$ cat src/rtl/ice_cream_dispenser_if.sv
// Signal bundle between the vending controller / scoop actuator side (master)
// and the ice-cream dispenser (slave).
interface ice_cream_dispenser_if #(
    parameter int CNT_W = 8
);
    logic             order;
    logic [1:0]       ice_cream_balls;
    logic             scoop_done;
    logic             fault_clr;
    logic             ready;
    logic             scoop_req;
    logic             served;
    logic             fault;
    logic             order_drop;
    logic [1:0]       remaining;
    logic [CNT_W-1:0] total_served;
    logic [2:0]       state;

    modport master (
        output order, ice_cream_balls, scoop_done, fault_clr,
        input  ready, scoop_req, served, fault, order_drop, remaining, total_served, state
    );

    modport slave (
        input  order, ice_cream_balls, scoop_done, fault_clr,
        output ready, scoop_req, served, fault, order_drop, remaining, total_served, state
    );
endinterface

$ cat src/rtl/ice_cream_dispenser.sv
// Scoop sequencer: one ball per req/done handshake, with timeout fault and totals.
// Define DISPENSER_QUEUE_EN to add a one-entry buffer for orders arriving while busy.
module ice_cream_dispenser #(
    parameter int TIMEOUT_CYCLES = 16,
    parameter int CNT_W          = 8
) (
    input logic                  clk,
    input logic                  reset,
    ice_cream_dispenser_if.slave bus
);
    localparam int TMO_W = $clog2(TIMEOUT_CYCLES);

    typedef enum logic [2:0] {
        IDLE  = 3'b000,
        SCOOP = 3'b001,
        GAP   = 3'b010,
        DONE  = 3'b011,
        FAULT = 3'b100
    } state_t;

    state_t           state_q, state_d;
    logic             order_prev_q;
    logic [1:0]       remaining_q, remaining_d;
    logic [TMO_W-1:0] tmo_q, tmo_d;
    logic [CNT_W-1:0] total_q, total_d;
    logic             drop_q, drop_d;
    logic             ord_edge;
    logic             tmo_hit;
`ifdef DISPENSER_QUEUE_EN
    logic             buf_valid_q, buf_valid_d;
    logic [1:0]       buf_cnt_q, buf_cnt_d;
`endif

    assign ord_edge = bus.order & ~order_prev_q;
    assign tmo_hit  = (tmo_q == TMO_W'(TIMEOUT_CYCLES - 1));

    // NOTE: every variable gets a default before the case so no latch is inferred.
    always_comb begin
        state_d     = state_q;
        remaining_d = remaining_q;
        tmo_d       = tmo_q;
        total_d     = total_q;
        drop_d      = 1'b0;
`ifdef DISPENSER_QUEUE_EN
        buf_valid_d = buf_valid_q;
        buf_cnt_d   = buf_cnt_q;
        if (ord_edge && state_q != IDLE) begin
            if (bus.ice_cream_balls != 2'd0 && !buf_valid_q && state_q != FAULT) begin
                buf_valid_d = 1'b1;
                buf_cnt_d   = bus.ice_cream_balls;
            end else begin
                drop_d = 1'b1;
            end
        end
`else
        if (ord_edge && state_q != IDLE) drop_d = 1'b1;
`endif

        case (state_q)
            IDLE: begin
                if (ord_edge && bus.ice_cream_balls != 2'd0) begin
                    state_d     = SCOOP;
                    remaining_d = bus.ice_cream_balls;
                    tmo_d       = '0;
                end
            end
            SCOOP: begin
                // A delivery in the timeout cycle still counts; done has priority.
                if (bus.scoop_done) begin
                    remaining_d = remaining_q - 2'd1;
                    total_d     = total_q + CNT_W'(1);
                    state_d     = (remaining_q == 2'd1) ? DONE : GAP;
                end else if (tmo_hit) begin
                    state_d = FAULT;
                end else begin
                    tmo_d = tmo_q + TMO_W'(1);
                end
            end
            GAP: begin
                state_d = SCOOP;
                tmo_d   = '0;
            end
            DONE: begin
                state_d = IDLE;
`ifdef DISPENSER_QUEUE_EN
                // Either the held order or one accepted this very cycle starts at once.
                if (buf_valid_d) begin
                    state_d     = SCOOP;
                    remaining_d = buf_cnt_d;
                    tmo_d       = '0;
                    buf_valid_d = 1'b0;
                end
`endif
            end
            FAULT: begin
`ifdef DISPENSER_QUEUE_EN
                buf_valid_d = 1'b0;
`endif
                if (bus.fault_clr) begin
                    state_d     = IDLE;
                    remaining_d = 2'd0;
                end
            end
            default: state_d = IDLE;
        endcase
    end

    // NOTE: sequential state uses non-blocking assignments only.
    always_ff @(posedge clk or negedge reset) begin
        if (!reset) begin
            state_q      <= IDLE;
            order_prev_q <= 1'b0;
            remaining_q  <= 2'd0;
            tmo_q        <= '0;
            total_q      <= '0;
            drop_q       <= 1'b0;
`ifdef DISPENSER_QUEUE_EN
            buf_valid_q  <= 1'b0;
            buf_cnt_q    <= 2'd0;
`endif
        end else begin
            state_q      <= state_d;
            order_prev_q <= bus.order;
            remaining_q  <= remaining_d;
            tmo_q        <= tmo_d;
            total_q      <= total_d;
            drop_q       <= drop_d;
`ifdef DISPENSER_QUEUE_EN
            buf_valid_q  <= buf_valid_d;
            buf_cnt_q    <= buf_cnt_d;
`endif
        end
    end

    assign bus.ready        = (state_q == IDLE);
    assign bus.scoop_req    = (state_q == SCOOP);
    assign bus.served       = (state_q == DONE);
    assign bus.fault        = (state_q == FAULT);
    assign bus.order_drop   = drop_q;
    assign bus.remaining    = remaining_q;
    assign bus.total_served = total_q;
    assign bus.state        = state_q;
endmodule
$ cat src/flat_wrapper.sv
// flat-port wrapper written by rule: the top's interface ports become plain ports
module ice_cream_dispenser_flat 
#(
    parameter int TIMEOUT_CYCLES = 16,
    parameter int CNT_W          = 8
)
  (clk, reset, bus_order, bus_ice_cream_balls, bus_scoop_done, bus_fault_clr, bus_ready, bus_scoop_req, bus_served, bus_fault, bus_order_drop, bus_remaining, bus_total_served, bus_state);
  ice_cream_dispenser_if #(.CNT_W(CNT_W)) bus_i ();
  input logic clk;
  input logic reset;
  input wire logic [$bits(bus_i.order)-1:0] bus_order;
  input wire logic [$bits(bus_i.ice_cream_balls)-1:0] bus_ice_cream_balls;
  input wire logic [$bits(bus_i.scoop_done)-1:0] bus_scoop_done;
  input wire logic [$bits(bus_i.fault_clr)-1:0] bus_fault_clr;
  output wire logic [$bits(bus_i.ready)-1:0] bus_ready;
  output wire logic [$bits(bus_i.scoop_req)-1:0] bus_scoop_req;
  output wire logic [$bits(bus_i.served)-1:0] bus_served;
  output wire logic [$bits(bus_i.fault)-1:0] bus_fault;
  output wire logic [$bits(bus_i.order_drop)-1:0] bus_order_drop;
  output wire logic [$bits(bus_i.remaining)-1:0] bus_remaining;
  output wire logic [$bits(bus_i.total_served)-1:0] bus_total_served;
  output wire logic [$bits(bus_i.state)-1:0] bus_state;
  assign bus_i.order = bus_order;
  assign bus_i.ice_cream_balls = bus_ice_cream_balls;
  assign bus_i.scoop_done = bus_scoop_done;
  assign bus_i.fault_clr = bus_fault_clr;
  assign bus_ready = bus_i.ready;
  assign bus_scoop_req = bus_i.scoop_req;
  assign bus_served = bus_i.served;
  assign bus_fault = bus_i.fault;
  assign bus_order_drop = bus_i.order_drop;
  assign bus_remaining = bus_i.remaining;
  assign bus_total_served = bus_i.total_served;
  assign bus_state = bus_i.state;
  ice_cream_dispenser #(.TIMEOUT_CYCLES(TIMEOUT_CYCLES), .CNT_W(CNT_W)) u_core (.clk(clk), .reset(reset), .bus(bus_i));
endmodule
$ cat config.mk
export PLATFORM = sky130hd
export DESIGN_NAME = ice_cream_dispenser_flat
export DESIGN_NICKNAME = d
export VERILOG_FILES = /design/src/rtl/ice_cream_dispenser_if.sv /design/src/rtl/ice_cream_dispenser.sv /design/src/flat_wrapper.sv
export SDC_FILE = /design/constraint.sdc
export NUM_CORES = 1
export LEC_CHECK = 0
export ABC_AREA = 1
export BUFFER_PORTS_ARGS = -buffer_cell sky130_fd_sc_hd__clkbuf_2
export CAP_MARGIN = 0
export CORE_MARGIN = 10
export CORE_UTILIZATION = 47
export CTS_CLUSTER_DIAMETER = 40
export DETAILED_ROUTE_END_ITERATION = 8
export GPL_TIMING_DRIVEN = 0
export PLACE_DENSITY = 0.75
export REMOVE_ABC_BUFFERS = 1
export SLEW_MARGIN = 20
export SYNTH_ARGS = -nofsm -noshare
export SYNTH_HDL_FRONTEND = slang
export SYNTH_SLANG_ARGS = --single-unit
$ cat constraint.sdc
create_clock -name clk -period 1.2 [get_ports clk]
set_input_delay 0.12 -clock clk [delete_from_list [all_inputs] [get_ports clk]]
set_output_delay 0.12 -clock clk [all_outputs]
set_load 0.05 [all_outputs]
# Word level (Yosys, flattened, before mapping)
# Index checks and enable logic that the tools add are counted.
[op_classes]
addsub = 3
n_eq_ne = 12
n_mux = 15
n_bitwise = 2
n_reduce_logical = 11
[ops]
columns = ["op", "n"]
rows = [
  ["$mux W3", 4],
  ["$mux W4", 3],
  ["$pmux W3 S4", 1],
  ["$pmux W4 S3", 1],
  ["$reduce_bool A3 Y1", 3],
  ["$add A8 B1 Y8 const B", 1],
  ["$ne A2 B2 Y1 const B", 4],
  ["$reduce_and A4 Y1", 2],
  ["$eq A3 B2 Y1 const B", 2],
  ["$mux W2", 3],
  ["$pmux W2 S3", 1],
  ["$add A4 B1 Y4 const B", 1],
  ["$eq A4 B4 Y1 const B", 1],
  ["$eq A3 B1 Y1 const B", 1],
  ["$eq A3 B3 Y1 const B", 1],
  ["$logic_not A3 Y1", 1],
  ["$ne A3 B2 Y1 const B", 1],
  ["$reduce_and A3 Y1", 1],
  ["$eq A2 B1 Y1 const B", 1],
  ["$logic_and A1 B1 Y1", 2],
  ["$mux W1", 2],
  ["$ne A2 B1 Y1 const B", 1],
  ["$reduce_and A2 Y1", 1],
  ["$reduce_bool A2 Y1", 1],
  ["3 further kinds", 3],
]
[word_totals]
regBits = 19
input_bits = 7
out_inout_bits = 18
word_cells = 49

# Longest topological paths before layout
# Gate-level depths: netlist of run 1.
[depth]
word_depth = 5
ltp_mapped = 8
depth_no_buf = 8

# Worst setup path after synthesis of run 1
# Ideal clock, no wire load.
[synth_timing]
kind = "reg2out"
start = "register u_core.state_q[1], in the netlist u_core.bus.state[1]"
end = "output bus_served"
arrival_time_ps = 1972
required_time_ps = 1080
setup_slack_ps = -892
stages_incl_launch_ff = 3
path_buffers = 0
path_cell_list = "dfrtp_1 inv_1 nor3_1"
[synth_via]
elab_chain_cells = 1
[synth_rtl]
columns = ["item", "line_no", "text"]
rows = [
  ["start: declaration", "ice_cream_dispenser.sv:21", "state_t state_q, state_d;"],
  ["start signal: assignment", "ice_cream_dispenser.sv:122", "state_q <= state_d;"],
  ["$eq A3 B2 Y1", "ice_cream_dispenser.sv:137", "assign bus.served = (state_q == DONE);"],
  ["end: declaration", "flat_wrapper.sv:17", "output wire logic [$bits(bus_i.served)-1:0] bus_served;"],
]
# Every way passes these cells.

# Final worst setup path of run 1
[layout_timing]
start = "register u_core.state_q[1], in the netlist u_core.bus.state[1]"
end = "output bus_fault"
[layout_via]
elab_chain_cells = 1
[layout_rtl]
columns = ["item", "line_no", "text"]
rows = [
  ["$eq A3 B3 Y1", "ice_cream_dispenser.sv:138", "assign bus.fault = (state_q == FAULT);"],
  ["end: declaration", "flat_wrapper.sv:18", "output wire logic [$bits(bus_i.fault)-1:0] bus_fault;"],
]
# Every way passes these cells.

==> results of run 1 <==
cell type report:
cell class	instances	share of cell area [%]
clock inverter	1	0.288
tap	28	2.01
sequential	19	27.5
timing repair buffer	48	24.4
clock buffer	3	1.29
inverter	22	5.32
multi-input combinational	104	39.2
cells by family (layout without fill, tap and decap cells):
kind of cell	Yosys count	count (layout)
AOI/OAI and AO/OA	6	6
xor gates and xnor gates	4	4
adders and majority gates	3	3
buffers and inverters	23	74
DFF	19	19
and+or+nand+nor	90	91
stage by stage:
step / hold WS [ps] / std cells / power, mW
2_1_floorplan: -176 / 144 / 2.97
3_3_place_gp: 99.4 / 196 / 3.44
3_5_place_dp: 108 / 196 / 3.50
4_1_cts: 148 / 220 / 4.69
5_1_grt: 152 / 225 / 5.71
6_report: 149 / 225 / 5.42
metal layers:
layer | GRT usage [%] | up-vias | wire (µm)
met5 | 0 | - | 0
met4 | 3.45 | 0 | 143
met3 | 5.15 | 17 | 347
met2 | 25.1 | 72 | 1750
met1 | 15.0 | 545 | 1290
li1 | - | 565 | -
cell usage in the layout (no fill, tap or decap), types with 3 or more instances in the layout:
| cell | n |
|---|---|
| clkbuf_2 | 16 |
| nand2_1 | 32 |
| nor2_1 | 9 |
| nand2_2 | 14 |
| nand3_2 | 3 |
| nand4_1 | 7 |
| buf_4 | 12 |
| clkbuf_4 | 4 |
| o21ai_1 | 4 |
| buf_6 | 10 |
| nor2_4 | 4 |
| dfrtp_1 | 16 |
| nand3_1 | 8 |
| inv_1 | 18 |
| buf_8 | 3 |
| nand2_4 | 5 |
| nor2_2 | 3 |
| dfrtp_2 | 3 |
repair_timing:
| item | in CTS | in global routing |
|---|---|---|
| endpoints found under the hold margin | 20 | 0 |
| setup endpoints to repair | 22 | 25 |
| pin swaps | 8 | 13 |
| gates cloned | 0 | 1 |
| hold buffers | 2 | 0 |
| gates resized for setup | 30 | 41 |
| setup buffers | 18 | 6 |
where the power goes:
group | internal (mW) | switching, mW | leakage (nW) | total (mW)
combinational | 1.59 | 2.36 | 0.671 | 3.96
sequential | 0.857 | 0.264 | 0.243 | 1.12
clock | 0.125 | 0.217 | 0.0177 | 0.342
critical path: cells and delay by family, from the launching register on:
kind / cells / cell delay [ps]
flops: 1 / 470
buf+inv: 2 / 250
simple gates: 2 / 250
sequential cells by signal, indices dropped and copies added (netlist names):
signal,count
u_core.bus.remaining,2
u_core.order_prev_q,1
u_core.bus.order_drop,1
u_core.tmo_q,4
u_core.bus.total_served,8
u_core.bus.state,3
worst paths after layout:
check	end	cells past startpoint	slack (ps)
max in group asynchronous	u_core.bus.state[2]$_DFFE_PN0P_	2	550
min	u_core.bus.state[0]$_DFFE_PN0P_	4	150
max	bus_fault	4	-200
max reg2reg	u_core.tmo_q[2]$_DFFE_PN0P_	7	-200
min in group asynchronous	u_core.bus.total_served[1]$_DFFE_PN0N_	2	290
min reg2reg	u_core.bus.order_drop$_DFF_PN0_	1	460
==> flow_metrics.py, run 1 <==
metrics = {
    "sta": {
        "fin_crit_sh_pct": 117,
        "hold_violations": 0,
        "setup_ws_ps": -204,
        "report.final.slew_viol_count": 0,
        "fin_tns_setup_ps": -2430,
        "tightest_slew_ps": 492,
        "rsz0062_at_grt": "yes",
        "finClkSkew_ps": 1.44,
        "setup_viol_count_final": 19,
        "finalCriticalPeriod_ps": 1400,
        "relSlewSlack_pct": 67.2,
        "fmax_mhz": 712,
    },
    "logic_synthesis": {
        "synth_area_um2": 1130,
        "ys.flop_type": "dfrtp_1",
        "synth_mux_area_share_pct": 0,
        "synth_top_area_share_pct": 42.2,
        "syn_inst": 145,
        "yosysMostFrequentCell": "nand2_1",
        "synth_top_family_by_area": "simple AND/OR/NAND/NOR gates",
        "synth-async-reset-ratio_pct": 100,
        "synth_xor_area_share_pct": 3.11,
        "synth_cell_types": 23,
        "synth.area.top_cells": "dfrtp_1, nand2_1, inv_1, nand3_1, nor2_1",
        "yosys.area_share.simple_pct": 39.1,
        "synth-seq-cells": 19,
        "synth_common_cells": "nand2_1, dfrtp_1, inv_1",
        "yosys_warnings": 0,
        "synth_compound_area_share_pct": 3.89,
        "synth_edf_count": 0,
        "avgSynthCellArea_um2": 7.77,
        "synth_largest_area_cell": "dfrtp_1",
        "synthAdderAreaFrac_pct": 3.33,
        "synth_seq_area_share_pct": 42.2,
    },
    "cells_and_area": {
        "fin_nets": 208,
        "final_core_util_pct": 77.2,
        "synthToLayoutAreaGrowth_pct": 54.6,
        "design_area_um2": 1740,
        "fillers": 148,
        "n_antenna_cell": 0,
        "drive_above_1_share_pct": 47.7,
        "multi_input_area_um2": 682,
        "final-seq-area_um2": 479,
    },
    "run": {
        "drv_cap": 0,
    },
    "clock_network": {
        "cts_root_buf": "clkbuf_4",
        "path_clk_slew_ps": 120,
        "h-tree-depth": 1,
        "clock_sinks": 19,
        "cts_buffers": 3,
        "cts_buffer_depth": 2,
        "insertion_delay_ps": 310,
        "cts_tree": "built",
    },
    "grt": {
        "antenna_found_initial": 0,
        "grt-ovfl-total": 0,
        "grt_use_total_pct": 13.9,
        "grt_pass1_vias": 1147,
        "grt_pass1_wl_mm": 5.14,
        "grt_max_degree": 20,
    },
    "route": {
        "post-route-drc-count": 0,
        "dr_total_vias": 1199,
        "wl_per_cell_um": 15.7,
        "first_pass_iters": 4,
        "vias_per_cell": 5.33,
        "drtIter0Drc": 86,
        "ant_nets": 0,
        "wirelength_mm": 3.54,
    },
    "worst_setup_path": {
        "cp-start-kind": "register",
        "worstPathCellList": "nor2_2 > nand2_1 > inv_1 > buf_8",
        "max_stage_delay_ps": 470,
        "end_kind": "output pin",
        "critPathRequiredTime_ps": 1080,
        "crit_arrival_ps": 1280,
        "slowest_stage": "dfrtp_2",
        "critPathLaunch": "u_core.bus.state[1]$_DFFE_PN0P_",
        "reg2reg_from": "u_core.bus.state[2]$_DFFE_PN0P_",
        "path_class": "register to output pin",
        "cp_max_fo": 3,
    },
    "min_path": {
        "hp-class": "primary input to register",
        "hold_start": "bus_scoop_done",
    },
    "die": {
        "die_h_um": 69.0,
        "die_area_um2": 4750,
        "pin_count": 25,
        "dieWidth_um": 69.0,
        "initial_core_util_pct": 49.9,
        "core_um2": 2250,
        "rows": 17,
    },
    "placement": {
        "hpwlAfterDp_mm": 1.95,
        "dp_slack_ps": -253,
        "gp_congestion": 0.775,
        "postPlaceCellArea_um2": 1270,
        "port_buffers": 24,
    },
    "power": {
        "powerDensity_nw_per_um2": 3110,
        "peakVddDrop_uv": 2730,
        "cellLeakagePower_nw": 0.932,
    },
    "status": {
        "violations": "setup timing",
        "status": "finished, violations left",
    },
}
Note: power is estimated with default switching activity, not from simulation.
==> run 2: changes to the inputs <==
Settings changed: CORE_UTILIZATION 47 to 44, PLACE_DENSITY 0.75 to 0.72.
==> flow_metrics.py, run 2 (synthesis results as in run 1) <==
metrics = {
    "status": {
        "status": "finished, violations left",
        "violations": "setup timing",
    },
    "cells_and_area": {
        "fin_cells": 221,
        "fillers": 204,
        "n_antenna_cell": 0,
        "fin_nets": 202,
        "final_cell_mix": "nand2_1, inv_1, dfrtp_1",
        "design_area_um2": 1640,
        "largest_reg_flops": 8,
        "final_core_util_pct": 66.8,
        "synthToLayoutAreaGrowth_pct": 45.6,
        "mostFrequentLayoutCell": "nand2_1",
        "drive_above_1_share_pct": 41.9,
    },
    "route": {
        "vias_per_cell": 5.22,
        "dr_total_vias": 1153,
        "wl_per_cell_um": 15.1,
        "first_pass_iters": 5,
        "drtIter0Drc": 61,
        "post-route-drc-count": 0,
        "ant_nets": 0,
        "wirelength_mm": 3.34,
    },
    "power": {
        "sw_frac_of_total_pct": 52.3,
        "power_mw": 5.11,
        "peakVddDrop_uv": 2360,
        "powerDensity_nw_per_um2": 3110,
        "cellLeakagePower_nw": 0.875,
        "seq_power_share_pct": 21.5,
        "p_int_mw": 2.44,
        "p_sw_mw": 2.67,
        "clock_power_share_pct": 6.9,
        "power_frac_comb_pct": 71.6,
    },
    "placement": {
        "dp_slack_ps": -266,
        "hpwlAfterDp_mm": 1.91,
        "port_buffers": 24,
        "placedCellCount": 198,
        "gp_congestion": 0.748,
        "postPlaceCellArea_um2": 1270,
    },
    "sta": {
        "hold_slack_ps": 157,
        "relSlewSlack_pct": 67.9,
        "rsz0062_at_grt": "yes",
        "finClkSkew_ps": 3.15,
        "fin_crit_sh_pct": 116,
        "fmax_mhz": 715,
        "setup_viol_count_final": 23,
        "setup_ws_ps": -198,
        "finalCriticalPeriod_ps": 1400,
        "tightest_slew_ps": 481,
        "fin_tns_setup_ps": -2610,
        "report.final.slew_viol_count": 0,
        "hold_violations": 0,
    },
    "worst_setup_path": {
        "path_delay_family": "flip-flops",
        "cp_max_fo": 4,
        "path_class": "register to output pin",
        "crit_buf_inv": 2,
        "critPathRequiredTime_ps": 1080,
        "cp-start-kind": "register",
        "reg2reg_from": "u_core.tmo_q[0]$_DFFE_PN0P_",
        "slowest_stage": "dfrtp_2",
        "end_kind": "output pin",
        "worstPathCellList": "nor2_2 > nand2_2 > inv_2 > buf_8",
        "critPathLaunch": "u_core.bus.state[0]$_DFFE_PN0P_",
        "max_stage_delay_ps": 460,
        "crit_arrival_ps": 1280,
    },
    "die": {
        "rows": 18,
        "initial_core_util_pct": 45.9,
        "die_area_um2": 4980,
        "core_um2": 2450,
        "die_h_um": 70.6,
        "dieWidth_um": 70.6,
        "pin_count": 25,
    },
    "run": {
        "drv_cap": 0,
    },
    "grt": {
        "antenna_found_initial": 0,
        "grt_pass1_vias": 1123,
        "grt_use_total_pct": 12.4,
        "grt_max_degree": 20,
        "grt_pass1_wl_mm": 5.20,
        "grt-ovfl-total": 0,
    },
    "clock_network": {
        "insertion_delay_ps": 320,
        "h-tree-depth": 1,
        "cts_buffers": 3,
        "path_clk_slew_ps": 110,
        "cts_tree": "built",
        "cts_buffer_depth": 2,
        "clock_sinks": 19,
        "cts_root_buf": "clkbuf_4",
    },
    "min_path": {
        "hp-class": "primary input to register",
        "hold_start": "bus_ice_cream_balls[1]",
    },
}
==> run 2: worst paths after layout <==
| path | end | slack (ps) | depth (start not counted) |
|---|---|---|---|
| min reg2reg | u_core.bus.order_drop$_DFF_PN0_ | 440 | 1 |
| max reg2reg | u_core.tmo_q[3]$_DFFE_PN0P_ | -190 | 7 |
| max in group asynchronous | u_core.bus.state[2]$_DFFE_PN0P_ | 570 | 2 |
| min in group asynchronous | u_core.bus.total_served[0]$_DFFE_PN0N_ | 280 | 2 |
| max | bus_fault | -200 | 4 |
| min | u_core.bus.remaining[1]$_DFFE_PN0P_ | 160 | 5 |
==> run 2: metal layers <==
layer  part of all wire (%)  vias to the layer above  track usage, %
li1                       -                      550               -
met1                     40                      554            13.0
met2                     51                       39            22.9
met3                    5.5                       10            4.74
met4                    3.1                        0            2.80
met5                      0                        -               0
==> run 2: final cells by class <==
type | count | area [µm²] | area share, %
clock buffers | 3 | 22.5 | 1.37
clock inverters | 1 | 5.00 | 0.305
inverters | 22 | 87.6 | 5.34
multi-input cells | 103 | 612 | 37.3
flip-flops and latches | 19 | 480 | 29.3
well taps | 30 | 37.5 | 2.29
repair buffers | 43 | 394 | 24.0
==> run 2: what timing repair did <==
action | CTS | global route
endpoints found under the hold margin | 20 | 0
buffers inserted | 14 | 3
pin swaps | 12 | 5
endpoints found under the setup margin | 22 | 29
gates resized for setup | 30 | 27
hold buffers | 2 | 0
==> run 2: tightest hold or removal path: stages <==
cell and delay, ps:
clkbuf_2 90, nand3_1 80, nand2_1 50, nand2_1 50, nand2_1 50
==> run 2: power groups by stage <==
stage                     combinational, mW  clock (mW)  sequential [mW]
after global placement                 2.34           0             1.10
after CTS                              3.32       0.346             1.08
after global routing                   3.88       0.395             1.13
after floorplan                        1.32           0             1.65
final                                  3.66       0.350             1.10
after detailed placement               2.41           0             1.12
==> run 3: changes to the inputs <==
Settings changed: CELL_PAD_IN_SITES_DETAIL_PLACEMENT from default to 1, CELL_PAD_IN_SITES_GLOBAL_PLACEMENT from default to 1, CORE_UTILIZATION 44 to 34, PLACE_DENSITY 0.72 to 0.75.
==> flow_metrics.py, run 3 (synthesis results as in run 1) <==
metrics = {
    "cells_and_area": {
        "drive_above_1_share_pct": 41.8,
        "design_area_um2": 1690,
        "multi_input_area_um2": 624,
        "final-seq-area_um2": 478,
        "final_cell_mix": "nand2_1, inv_1, dfrtp_1",
        "largest_reg_flops": 8,
        "n_antenna_cell": 0,
        "fin_nets": 205,
        "synthToLayoutAreaGrowth_pct": 50.2,
        "fillers": 397,
        "mostFrequentLayoutCell": "nand2_1",
    },
    "worst_setup_path": {
        "critPathRequiredTime_ps": 1400,
        "cp-start-kind": "register",
        "cp.depth": 7,
        "critPathLaunch": "u_core.bus.state[1]$_DFFE_PN0P_",
        "cp_max_fo": 5,
        "path_class": "register to register",
        "max_stage_delay_ps": 440,
        "reg2reg_from": "u_core.bus.state[1]$_DFFE_PN0P_",
        "r2r_slack_ps": -260,
        "slowest_stage": "dfrtp_1",
        "crit_buf_inv": 2,
        "end_kind": "register",
        "crit_arrival_ps": 1660,
        "path_delay_family": "flip-flops",
        "worstPathCellList": "inv_2 > nand3_4 > buf_12 > o21bai_4 > nand2_2 > nand2_1 > nand2_1",
        "reg2reg_to": "u_core.tmo_q[2]$_DFFE_PN0P_",
        "reg2reg_depth": 7,
        "crit_top_cell": "nand2_1",
    },
    "power": {
        "powerDensity_nw_per_um2": 3060,
        "sw_frac_of_total_pct": 51.9,
        "power_frac_comb_pct": 72.4,
        "peakVddDrop_uv": 1840,
        "seq_power_share_pct": 21.3,
        "clock_power_share_pct": 6.4,
        "p_int_mw": 2.49,
        "cellLeakagePower_nw": 0.915,
        "p_sw_mw": 2.69,
    },
    "clock_network": {
        "cts_buffers": 3,
        "cts_buffer_depth": 2,
        "clock_sinks": 19,
        "insertion_delay_ps": 300,
        "cts_tree": "built",
        "cts_root_buf": "clkbuf_4",
        "path_clk_slew_ps": 110,
        "h-tree-depth": 1,
    },
    "die": {
        "initial_core_util_pct": 36.3,
        "die_area_um2": 6010,
        "rows": 20,
        "core_um2": 3100,
        "die_h_um": 77.6,
        "dieWidth_um": 77.6,
        "pin_count": 25,
    },
    "placement": {
        "port_buffers": 24,
        "postPlaceCellArea_um2": 1290,
        "hpwlAfterDp_mm": 2.35,
        "gp_congestion": 0.795,
    },
    "route": {
        "wirelength_mm": 3.74,
        "drtIter0Drc": 51,
        "vias_per_cell": 4.81,
        "ant_nets": 0,
        "post-route-drc-count": 0,
        "first_pass_iters": 4,
        "wl_per_cell_um": 15.7,
        "dr_total_vias": 1145,
    },
    "grt": {
        "use_met1_pct": 12.3,
        "grt_pass1_vias": 1261,
        "grt_pass1_wl_mm": 6.00,
        "grt.met3_usage_pct": 3.57,
        "grt_use_total_pct": 11.8,
        "grt_most_used_layer": "met2",
        "antenna_found_initial": 0,
        "grtUsageMet2_pct": 22.7,
        "grt-ovfl-total": 0,
        "grt_max_degree": 20,
    },
    "min_path": {
        "whs_endpoint": "u_core.bus.remaining[0]$_DFFE_PN0P_",
        "hp-class": "primary input to register",
        "min_path_cells": 5,
        "hold_start": "bus_ice_cream_balls[0]",
    },
    "sta": {
        "hold_slack_ps": 171,
        "fin_crit_sh_pct": 122,
        "hold_violations": 0,
        "setup_viol_count_final": 21,
        "finalCriticalPeriod_ps": 1460,
        "rsz0062_at_grt": "yes",
        "report.final.slew_viol_count": 0,
        "setup_ws_ps": -258,
        "fin_tns_setup_ps": -3130,
        "relSlewSlack_pct": 64.9,
        "tightest_slew_ps": 527,
        "finClkSkew_ps": 5.89,
        "fmax_mhz": 686,
    },
    "status": {
        "status": "finished, violations left",
        "violations": "setup timing",
    },
    "run": {
        "drv_cap": 0,
    },
}
==> run 3: worst reg2reg max path, stage by stage (launching register included) <==
cell      delay, ps
dfrtp_1         440
inv_2           150
nand3_4         170
buf_12          180
o21bai_4        180
nand2_2         120
nand2_1          80
nand2_1          50
==> run 3: power groups by stage <==
stage | logic, mW | clock network, mW | registers [mW]
finish | 3.75 | 0.329 | 1.10
global route | 4.03 | 0.373 | 1.13
CTS | 3.33 | 0.345 | 1.09
detailed placement | 2.46 | 0 | 1.13
global placement | 2.39 | 0 | 1.10
floorplan | 1.32 | 0 | 1.65
==> run 3: worst max path at each step <==
stage                                                   endpoint  slack (ps)
after floorplan                                       bus_served        -890
after global placement    u_core.bus.total_served[5]$_DFFE_PN0N_        -270
after detailed placement  u_core.bus.total_served[5]$_DFFE_PN0N_        -310
after CTS                                              bus_ready        -190
after global routing                 u_core.tmo_q[1]$_DFFE_PN0P_        -330
final                                u_core.tmo_q[2]$_DFFE_PN0P_        -260
==> run 3: metrics by stage <==
stage,utilization [%],setup slack [ps],power [mW],cells
6_report,54.5,-258,5.18,238
5_1_grt,54.5,-326,5.54,238
4_1_cts,50.9,-187,4.76,234
3_5_place_dp,41.6,-311,3.59,212
3_3_place_gp,41.6,-270,3.49,212
2_1_floorplan,-,-892,2.97,144
==> run 3: per-layer routing <==
layer | up-vias | wire length (µm)
li1 | 551 | -
met1 | 559 | 1400
met2 | 25 | 2040
met3 | 10 | 180
met4 | 0 | 121
met5 | - | 0
==> run 3: timing repair <==
action | 4_1_cts | 5_1_grt
endpoints found under the hold margin | 20 | 0
setup endpoints to repair | 23 | 29
resized for setup | 28 | 31
buffers inserted | 16 | 5
hold buffers | 2 | 0
pin swaps | 9 | 5
==> run 3: layout make-up <==
type | instances | area share, %
Clock buffer | 3 | 1.33
Clock inverter | 1 | 0.296
Inverter | 22 | 5.03
Multi-Input combinational cell | 103 | 36.9
Sequential cell | 19 | 28.3
Tap cell | 44 | 3.25
Timing Repair Buffer | 46 | 24.9
